File: config.mk
export PLATFORM = sky130hd
export DESIGN_NAME = put_arb_flat
export DESIGN_NICKNAME = d
export VERILOG_FILES = /design/src/rtl/put_arb_if.sv /design/src/rtl/put_arb.sv /design/src/flat_wrapper.sv
export SDC_FILE = /design/constraint.sdc
export NUM_CORES = 1
export LEC_CHECK = 0
export ABC_AREA = 1
export ABC_CLOCK_PERIOD_IN_PS = 1900
export BUFFER_PORTS_ARGS = -buffer_cell sky130_fd_sc_hd__buf_2
export CORE_MARGIN = 5
export CORE_UTILIZATION = 49
export CTS_CLUSTER_DIAMETER = 30
export CTS_CLUSTER_SIZE = 8
export DETAILED_ROUTE_END_ITERATION = 12
export HOLD_SLACK_MARGIN = 0.06
export PLACE_DENSITY = 0.82
export SLEW_MARGIN = 40
export SYNTH_ARGS = -nofsm -noshare
export SYNTH_HDL_FRONTEND = slang
export SYNTH_SLANG_ARGS = --single-unit
File: constraint.sdc
create_clock -name wclk -period 1.9 [get_ports wclk]
set_input_delay 0.38 -clock wclk [delete_from_list [all_inputs] [get_ports wclk]]
set_output_delay 0.38 -clock wclk [all_outputs]
set_load 0.01 [all_outputs]
File: src/rtl/put_arb_if.sv
`default_nettype none
// ============================================================================
//  Module      : put_arb_if
//  Description : Request/grant and mailbox-write bundle for put_arb.
//                master = arbiter side, slave = requesters + write control.
//  Revision    : 1.0  initial release
// ============================================================================
interface put_arb_if #(
    parameter int N  = 4,
    parameter int DW = 8
);
    localparam int IW = (N > 1) ? $clog2(N) : 1;

    logic [N-1:0]      req;
    logic [N*DW-1:0]   req_data;
    logic [N-1:0]      gnt;
    logic              wrdy;
    logic              wput;
    logic [DW+IW-1:0]  wdata;
    logic              stall;

    modport master (
        input  req, req_data, wrdy,
        output gnt, wput, wdata, stall
    );

    modport slave (
        output req, req_data, wrdy,
        input  gnt, wput, wdata, stall
    );
endinterface
`default_nettype wire

File: src/rtl/put_arb.sv
`default_nettype none
// ============================================================================
//  Module      : put_arb
//  Description : Round-robin arbiter feeding a single-entry mailbox. Latches
//                {winner id, payload} in IDLE, issues one put/grant pulse in
//                PUT once the slot is free, then waits in WAIT for the slot
//                to drain, flagging a sticky stall after TMO cycles.
//  Revision    : 1.0  initial release
// ============================================================================
module put_arb #(
    parameter int N   = 4,
    parameter int DW  = 8,
    parameter int TMO = 1023
) (
    input  wire logic   wclk,
    input  wire logic   wrst_n,
    put_arb_if.master   bus
);
    localparam int IW = (N > 1) ? $clog2(N) : 1;
    localparam int CW = 16;
    localparam logic [CW-1:0] TMO_C  = CW'(TMO);
    localparam logic [IW-1:0] LAST_R = IW'(N - 1);

    localparam logic [1:0] IDLE = 2'd0;
    localparam logic [1:0] PUT  = 2'd1;
    localparam logic [1:0] WAIT = 2'd2;

    logic [1:0]       state_q, state_d;
    logic [IW-1:0]    last_q,  last_d;
    logic [IW-1:0]    win_q,   win_d;
    logic [DW+IW-1:0] wdata_q, wdata_d;
    logic [CW-1:0]    cnt_q,   cnt_d;
    logic             stall_q, stall_d;

    logic             rr_found;
    logic [IW-1:0]    rr_id;
    logic [DW-1:0]    rr_pay;
    int               rr_idx;
    logic             put_fire;

    // Round-robin search: first asserted request after the last winner.
    always_comb begin
        rr_found = 1'b0;
        rr_id    = '0;
        rr_idx   = 0;
        for (int k = 1; k <= N; k++) begin
            rr_idx = int'(last_q) + k;
            if (rr_idx >= N) rr_idx = rr_idx - N;
            if (!rr_found && bus.req[rr_idx[IW-1:0]]) begin
                rr_found = 1'b1;
                rr_id    = rr_idx[IW-1:0];
            end
        end
    end

    // Payload mux for the selected requester.
    always_comb begin
        rr_pay = '0;
        for (int i = 0; i < N; i++) begin
            if (rr_id == IW'(i)) rr_pay = bus.req_data[i*DW +: DW];
        end
    end

    // A put is accepted only in PUT while the mailbox slot is free.
    assign put_fire  = (state_q == PUT) && bus.wrdy;
    assign bus.wput  = put_fire;
    assign bus.gnt   = put_fire ? (N'(1) << win_q) : '0;
    assign bus.wdata = wdata_q;
    assign bus.stall = stall_q;

    // Next-state logic for the FSM, winner latch, wait counter and stall flag.
    always_comb begin
        state_d = state_q;
        last_d  = last_q;
        win_d   = win_q;
        wdata_d = wdata_q;
        cnt_d   = cnt_q;
        stall_d = stall_q;
        case (state_q)
            IDLE: begin
                // Winner and payload are frozen here; later req changes are ignored.
                if (bus.wrdy && rr_found) begin
                    win_d   = rr_id;
                    wdata_d = {rr_id, rr_pay};
                    state_d = PUT;
                end
            end
            PUT: begin
                if (bus.wrdy) begin
                    last_d  = win_q;
                    cnt_d   = '0;
                    state_d = WAIT;
                end
            end
            WAIT: begin
                if (bus.wrdy) begin
                    state_d = IDLE;
                end else begin
                    if (cnt_q != {CW{1'b1}}) cnt_d = cnt_q + 1'b1;
                    // Flag is visible in the same cycle the counter equals TMO.
                    if (cnt_d == TMO_C) stall_d = 1'b1;
                end
            end
            default: state_d = IDLE;
        endcase
    end

    // State registers; async reset clears outputs without waiting for wclk.
    always_ff @(posedge wclk or negedge wrst_n) begin
        if (!wrst_n) begin
            state_q <= IDLE;
            last_q  <= LAST_R;
            win_q   <= '0;
            wdata_q <= '0;
            cnt_q   <= '0;
            stall_q <= 1'b0;
        end else begin
            state_q <= state_d;
            last_q  <= last_d;
            win_q   <= win_d;
            wdata_q <= wdata_d;
            cnt_q   <= cnt_d;
            stall_q <= stall_d;
        end
    end
endmodule
`default_nettype wire

File: src/flat_wrapper.sv
// flat-port wrapper written by rule: the top's interface ports become plain ports
module put_arb_flat 
#(
    parameter int N   = 4,
    parameter int DW  = 8,
    parameter int TMO = 1023
)
  (wclk, wrst_n, bus_req, bus_req_data, bus_wrdy, bus_gnt, bus_wput, bus_wdata, bus_stall);
  put_arb_if #(.N(N), .DW(DW)) bus_i ();
  input  wire logic wclk;
  input  wire logic wrst_n;
  input wire logic [$bits(bus_i.req)-1:0] bus_req;
  input wire logic [$bits(bus_i.req_data)-1:0] bus_req_data;
  input wire logic [$bits(bus_i.wrdy)-1:0] bus_wrdy;
  output wire logic [$bits(bus_i.gnt)-1:0] bus_gnt;
  output wire logic [$bits(bus_i.wput)-1:0] bus_wput;
  output wire logic [$bits(bus_i.wdata)-1:0] bus_wdata;
  output wire logic [$bits(bus_i.stall)-1:0] bus_stall;
  assign bus_i.req = bus_req;
  assign bus_i.req_data = bus_req_data;
  assign bus_i.wrdy = bus_wrdy;
  assign bus_gnt = bus_i.gnt;
  assign bus_wput = bus_i.wput;
  assign bus_wdata = bus_i.wdata;
  assign bus_stall = bus_i.stall;
  put_arb #(.N(N), .DW(DW), .TMO(TMO)) u_core (.wclk(wclk), .wrst_n(wrst_n), .bus(bus_i));
endmodule
==> metrics.txt, run 1 <==
IO Count 55; Max Freq 489 MHz; Comb power frac 67.5%; Core Util, Final 69.9%; Synth Area in Compound Gates 7.01%; Hold Fails Final Rpt 0; CP bufs+invs 3; Clock Tree Root clkbuf_8; first-pass GRT wire length 10.2 mm; DR pass1 iterations 5; Pint 2.75 mW; hold crit path type input pin to asynchronous set/reset pin; ANT nets after route 0; CP max stage delay 0.63 ns; Num Clock Sinks 31; Congestion Overflow GR 0; r2r setup slk -0.14 ns; WL/cell 14.3 microns; register area share after synthesis 33.5%; kind of critical path register to register; Least-Margin Pin Slew about 0.72 ns; sequential share of power between 10% and 20%; max-slew violation count 0; Routed Wire Length 6.94 mm; vias in the first global route roughly 2,300; Simple-Gate Fraction of Synth Area 43.9%; VDD IR max 1.55 mV; via count 2,586; Post-synth EDFFs 0; GRT Util Overall between 20% and 30%; proportion of layout cells with a drive suffix above 1 39.3%; worst skew pair latency 0.30 ns; sw frac 47.0%; period utilization 108%; Psw 2.44 mW; Yosys warnings 0; Crit-path slowest cell dfstp_2; CP cell instances buf_4, nand2_2, nand3_2, nand2_2, nor2_4, nand3_1, nand2_2, nand2_4, inv_4, nand2_4, o21ai_1, inv_1, nand2_1, nand2_1; die area 0.00621 sq mm; part of the power in the clock network 13.0%; mux share of post-synthesis cell area 0%; Tmin final between 2 and 2.5 ns; CTS Buf Count 5; violated checks setup timing; die span in y 78.8 microns; largest net degree at the start of global routing 32; Synth top area share 31.3%; DP Worst Slack -0.127 ns; prevailing post-synth register cell dfrtp_1; Design Power 5.20 mW; # fillers 339; family with the most delay on the worst path simple AND/OR/NAND/NOR gates; vias per cell 5.34; Worst Hold Slack 0.136 ns; largest family of logic cells by synthesized area simple AND/OR/NAND/NOR gates; Reg2Reg Depth 14; Crit path depth 14; initial DRC count ~140; Clock Tree Buf Depth 2; Worst-path clk slew 0.08 ns; initial core utilization 49.8%; initial antenna violation count 0; Synth Area in XOR/XNOR 4.91%; GPL Wtd Cong 0.918; Max-Cap Viols 0; Layout area overhead 40.5%; ys async rst share 100%; Worst Path Max Fanout 9; H-Tree Depth 2; PortBufs 54; Post-Synth Adder-Cell Area 0.539%; most frequent CP cell nand2_2; drc violations 0; CP required 2.09 ns; Final #Nets roughly 470; Synth area leader dfrtp_1; final setup violation count 10; synth top area cells dfrtp_1, nand2_1, nand3_1; setup ws final -0.143 ns; Core ar. 0.00466 sq mm; RSZ-0062 raised after global routing true; Die X 78.8 microns; CTS tree built; Syn Area/Cell 6.88 sq um; CP Launch Type register; DPL Wire Length 4.44 mm; cell with the most instances after synthesis nand2_1; Rows 25; Power Dens Cells around 1600 mW/mm^2; cell count after synthesis roughly 340; Slew headroom 52.3%; Layout Skew 0.0120 ns; commonest cells in the netlist nand2_1, nand3_1, inv_1; Cell Area, Synth 0.00232 sq mm; Mapped Nets 377; Yosys cell types 29; outcome complete, but fails checks; WP data arrival 2.24 ns; Critical Path End Type register; diode count 0; Leak 1.71 nW; register bit total from synthesis 31
per-layer routing:
metal  share of wire, %  up-vias  GRT usage [%]
met5                  0        -              0
met4                1.8        0           7.17
met1                 39     1192           23.6
met3                6.5       16           4.54
li1                   -     1262              -
met2                 52      116           35.6
worst reg2reg max path: stages (launching register included):
cell and delay (ns):
dfstp_2 0.63, buf_4 0.14, nand2_2 0.07, nand3_2 0.10
nand2_2 0.07, nor2_4 0.14, nand3_1 0.11, nand2_2 0.09
nand2_4 0.09, inv_4 0.07, nand2_4 0.08, o21ai_1 0.16
inv_1 0.07, nand2_1 0.07, nand2_1 0.05
what timing repair did:
action	in CTS	in global routing
gates resized for setup	10	57
hold endpoints to repair	0	0
endpoints found under the setup margin	8	12
setup buffers	1	16
pin swaps	4	19
hold buffers	0	0
gates cloned	0	2
worst paths after layout:
check | start | to
setup reg to reg | u_core.last_q[0]$_DFFE_PN1P_ | u_core.bus.wdata[2]$_DFFE_PN0P_
max in group asynchronous | wrst_n | u_core.state_q[1]$_DFFE_PN0P_
hold reg to reg | u_core.bus.stall$_DFFE_PN0P_ | u_core.bus.stall$_DFFE_PN0P_
min in group wclk | bus_req_data[24] | u_core.bus.wdata[0]$_DFFE_PN0P_
hold / removal | wrst_n | u_core.cnt_q[2]$_DFFE_PN0P_
setup / recovery | u_core.last_q[0]$_DFFE_PN1P_ | u_core.bus.wdata[2]$_DFFE_PN0P_
registers in the layout (all words and copies together) (netlist names):
register,cells
u_core.bus.wdata,10
u_core.state_q,2
u_core.cnt_q,16
u_core.bus.stall,1
u_core.last_q,2
logic make-up after synthesis:
logic type | after synthesis
adders and majority gates | 1
and+or+nand+nor | 213
xor gates and xnor gates | 13
AOI/OAI and AO/OA | 30
buffers and inverters | 49
DFF | 31
layout make-up:
| type | instances | area [sq um] | share of cell area, % |
|---|---|---|---|
| timing repair buffer | 94 | 644 | 19.8 |
| multi-input combinational | 257 | 1490 | 45.7 |
| clock inverter | 3 | 43.8 | 1.34 |
| clock buffer | 5 | 68.8 | 2.11 |
| sequential | 31 | 778 | 23.9 |
| tap | 54 | 67.6 | 2.07 |
| inverter | 40 | 165 | 5.07 |
power groups by stage:
stage / sequential (mW) / clock (mW) / combinational, mW
2_1_floorplan: 1.02 / 0 / 1.89
3_3_place_gp: 0.997 / 0 / 2.56
3_5_place_dp: 1.01 / 0 / 2.63
4_1_cts: 0.995 / 0.677 / 2.77
5_1_grt: 1.03 / 0.709 / 3.83
6_report: 1.01 / 0.677 / 3.51
placed cells by master, fill, tap and decap left out, types with 4 or more instances in the layout:
cell	n
o21ai_1	4
nor2_4	6
nand3b_1	4
nor2_1	21
buf_2	54
o22ai_1	4
dfrtp_1	29
inv_1	33
clkbuf_8	5
nand4_1	10
nand2_4	15
nor3_1	5
xor2_1	11
nand2_2	18
buf_4	32
nand2_1	90
nand3_1	32
nand3_2	6
o21ai_0	14
metrics by stage:
step	instance area (sq um)	std cells	setup TNS (ns)
floorplan	2320	337	0
global route	3260	484	-2.20
CTS	2910	467	-0.0591
global placement	2750	458	-0.0731
detailed placement	2750	458	-0.788
finish	3260	484	-0.921
No activity file was read; power rests on OpenSTA's default activity.
==> run 2: changes to the inputs <==
- BUFFER_PORTS_ARGS: -buffer_cell sky130_fd_sc_hd__buf_2 -> unset
- CORE_UTILIZATION: 49 -> 57
- DONT_BUFFER_PORTS: unset -> 1
- PLACE_DENSITY: 0.82 -> 0.8
==> metrics.txt, run 2 (synthesis gave the netlist of run 1 again) <==
Crit-path slowest cell dfstp_2; initial core utilization 58.4%; Worst-path clk slew 0.07 ns; WL/cell 14.4 microns; Slew headroom 71.6%; most frequent cells in the layout nand2_1, inv_1, dfrtp_1; hold path depth 3; Reg2Reg Depth 15; sequential share of power 20.2%; hold crit path type input pin to register; VDD IR max roughly 1.6 mV; initial antenna violation count 0; CP cell instances buf_12, nand2_4, nand2_4, nand2_4, nand2_4, nor2_2, nor2_2, nand2_2, nand2_4, inv_4, buf_6, nand2_4, nand3_2, nand4_1, nand2_1; r2r setup slk -0.11 ns; Leak 1.49 nW; Hold Fails Final Rpt 0; PortBufs 0; Largest register FFs 16; via count ~2,300; DR pass1 iterations 4; vias per cell 5.50; IO Count 55; outcome complete, but fails checks; Crit path depth 15; largest net degree at the start of global routing 32; Layout Skew ~0.007 ns; WP data arrival approximately 2.2 ns; Worst Path Max Fanout 8; DPL Wire Length about 4.2 mm; most frequent CP cell nand2_4; final setup violation count 8; Psw between 2 and 2.5 mW; Comb power frac 66.8%; family with the most delay on the worst path simple AND/OR/NAND/NOR gates; CTS Buf Count 5; setup ws final -0.105 ns; Design Power 5.23 mW; Routed Wire Length approximately 6.1 mm; Clock Tree Root clkbuf_8; Congestion Overflow GR 0; Max Freq approximately 500 MHz; worst skew pair latency between 0.2 and 0.3 ns; first-pass GRT wire length 8.77 mm; CTS tree built; Power Dens Cells 1740 mW/mm^2; Num Clock Sinks 31; sw frac about 46%; register bank with the most flops u_core.cnt_q; Core Util, Final 75.8%; kind of critical path register to register; violated checks setup timing; Clock Tree Buf Depth 2; Die X 73.8 microns; Final #Nets 411; ANT nets after route 0; GPL Wtd Cong 0.896; Core ar. approximately 0.004 sq mm; die area 0.00545 sq mm; period utilization 106%; max-slew violation count 0; diode count 0; vias in the first global route 2,059; Pint 2.80 mW; Critical Path End Type register; RSZ-0062 raised after global routing true; initial DRC count 150; die span in y 73.8 microns; H-Tree Depth 2; CP Launch Type register; Max-Cap Viols 0; CP bufs+invs 3; Layout area overhead 29.8%; GRT Util Overall between 20% and 30%; CP required 2.07 ns; drc violations 0; Rows 23; most common cell after layout, fill and taps aside nand2_1; proportion of layout cells with a drive suffix above 1 approximately a third; Least-Margin Pin Slew 0.425 ns; Tmin final 2.01 ns; CP max stage delay 0.59 ns; part of the power in the clock network 13.0%
[run 2: cell count changes in the layout (fill, tap and decap cells not counted), sizes merged]
cell         change
clkbuf           +1
dlygate4sd3      +1
buf             -60
nand2            +1
clkinv           -2
inv              +1
[run 2: per-layer routing]
metal / part of all wire (%) / up-vias / GRT usage, %
li1: - / 1147 / -
met3: 4.0 / 12 / 3.69
met2: 54 / 57 / 37.7
met5: 0 / - / 0
met1: 40 / 1105 / 23.4
met4: 1.8 / 0 / 7.24
[run 2: worst min-delay path: cells and delay by family]
kind                   cells  cell delay [ns]
and+or+nand+nor            2             0.11
buffers and inverters      1             0.03
[run 2: cell type report]
| type | count | area, sq um |
|---|---|---|
| Timing Repair Buffer | 35 | 362 |
| Multi-Input combinational cell | 258 | 1530 |
| Inverter | 40 | 160 |
| Clock inverter | 2 | 35.0 |
| Fill cell | 278 | 961 |
| Tap cell | 50 | 62.6 |
| Sequential cell | 31 | 778 |
| Clock buffer | 6 | 82.6 |
[run 2: power groups by stage]
stage,clock network [mW],logic [mW],registers (mW)
after floorplan,0,1.89,1.02
after global placement,0,2.53,1.07
after detailed placement,0,2.59,1.07
after CTS,0.688,2.65,1.06
after global routing,0.710,3.80,1.08
final,0.678,3.50,1.06
[run 2: through the flow]
step / instance area, sq um / hold WS, ns / setup TNS [ns] / setup slack, ns / std cells
2_1_floorplan: 2320 / 0.0844 / 0 / 0.00128 / 337
3_3_place_gp: 2540 / 0.0855 / -0.0275 / -0.0175 / 405
3_5_place_dp: 2540 / 0.0853 / -0.373 / -0.0950 / 405
4_1_cts: 2700 / 0.257 / -0.147 / -0.0399 / 415
5_1_grt: 3010 / 0.277 / -1.37 / -0.203 / 422
6_report: 3010 / 0.260 / -0.395 / -0.105 / 422
[run 2: repair_timing]
item                                   CTS  global route
endpoints found under the hold margin   31             0
resized for setup                        5            66
pin swaps                                1            25
setup buffers                            0             4
setup endpoints to repair                8            12
hold buffers                             2             0
gates cloned                             0             3
[run 2: path summary, 6_finish.rpt]
| kind | start | endpoint |
|---|---|---|
| max | u_core.last_q[0]$_DFFE_PN1P_ | u_core.bus.wdata[6]$_DFFE_PN0P_ |
| min reg2reg | u_core.bus.stall$_DFFE_PN0P_ | u_core.bus.stall$_DFFE_PN0P_ |
| min | bus_wrdy | u_core.state_q[0]$_DFFE_PN0P_ |
| max in group asynchronous | wrst_n | u_core.last_q[1]$_DFFE_PN1P_ |
| min in group asynchronous | wrst_n | u_core.cnt_q[0]$_DFFE_PN0P_ |
| max reg2reg | u_core.last_q[0]$_DFFE_PN1P_ | u_core.bus.wdata[6]$_DFFE_PN0P_ |
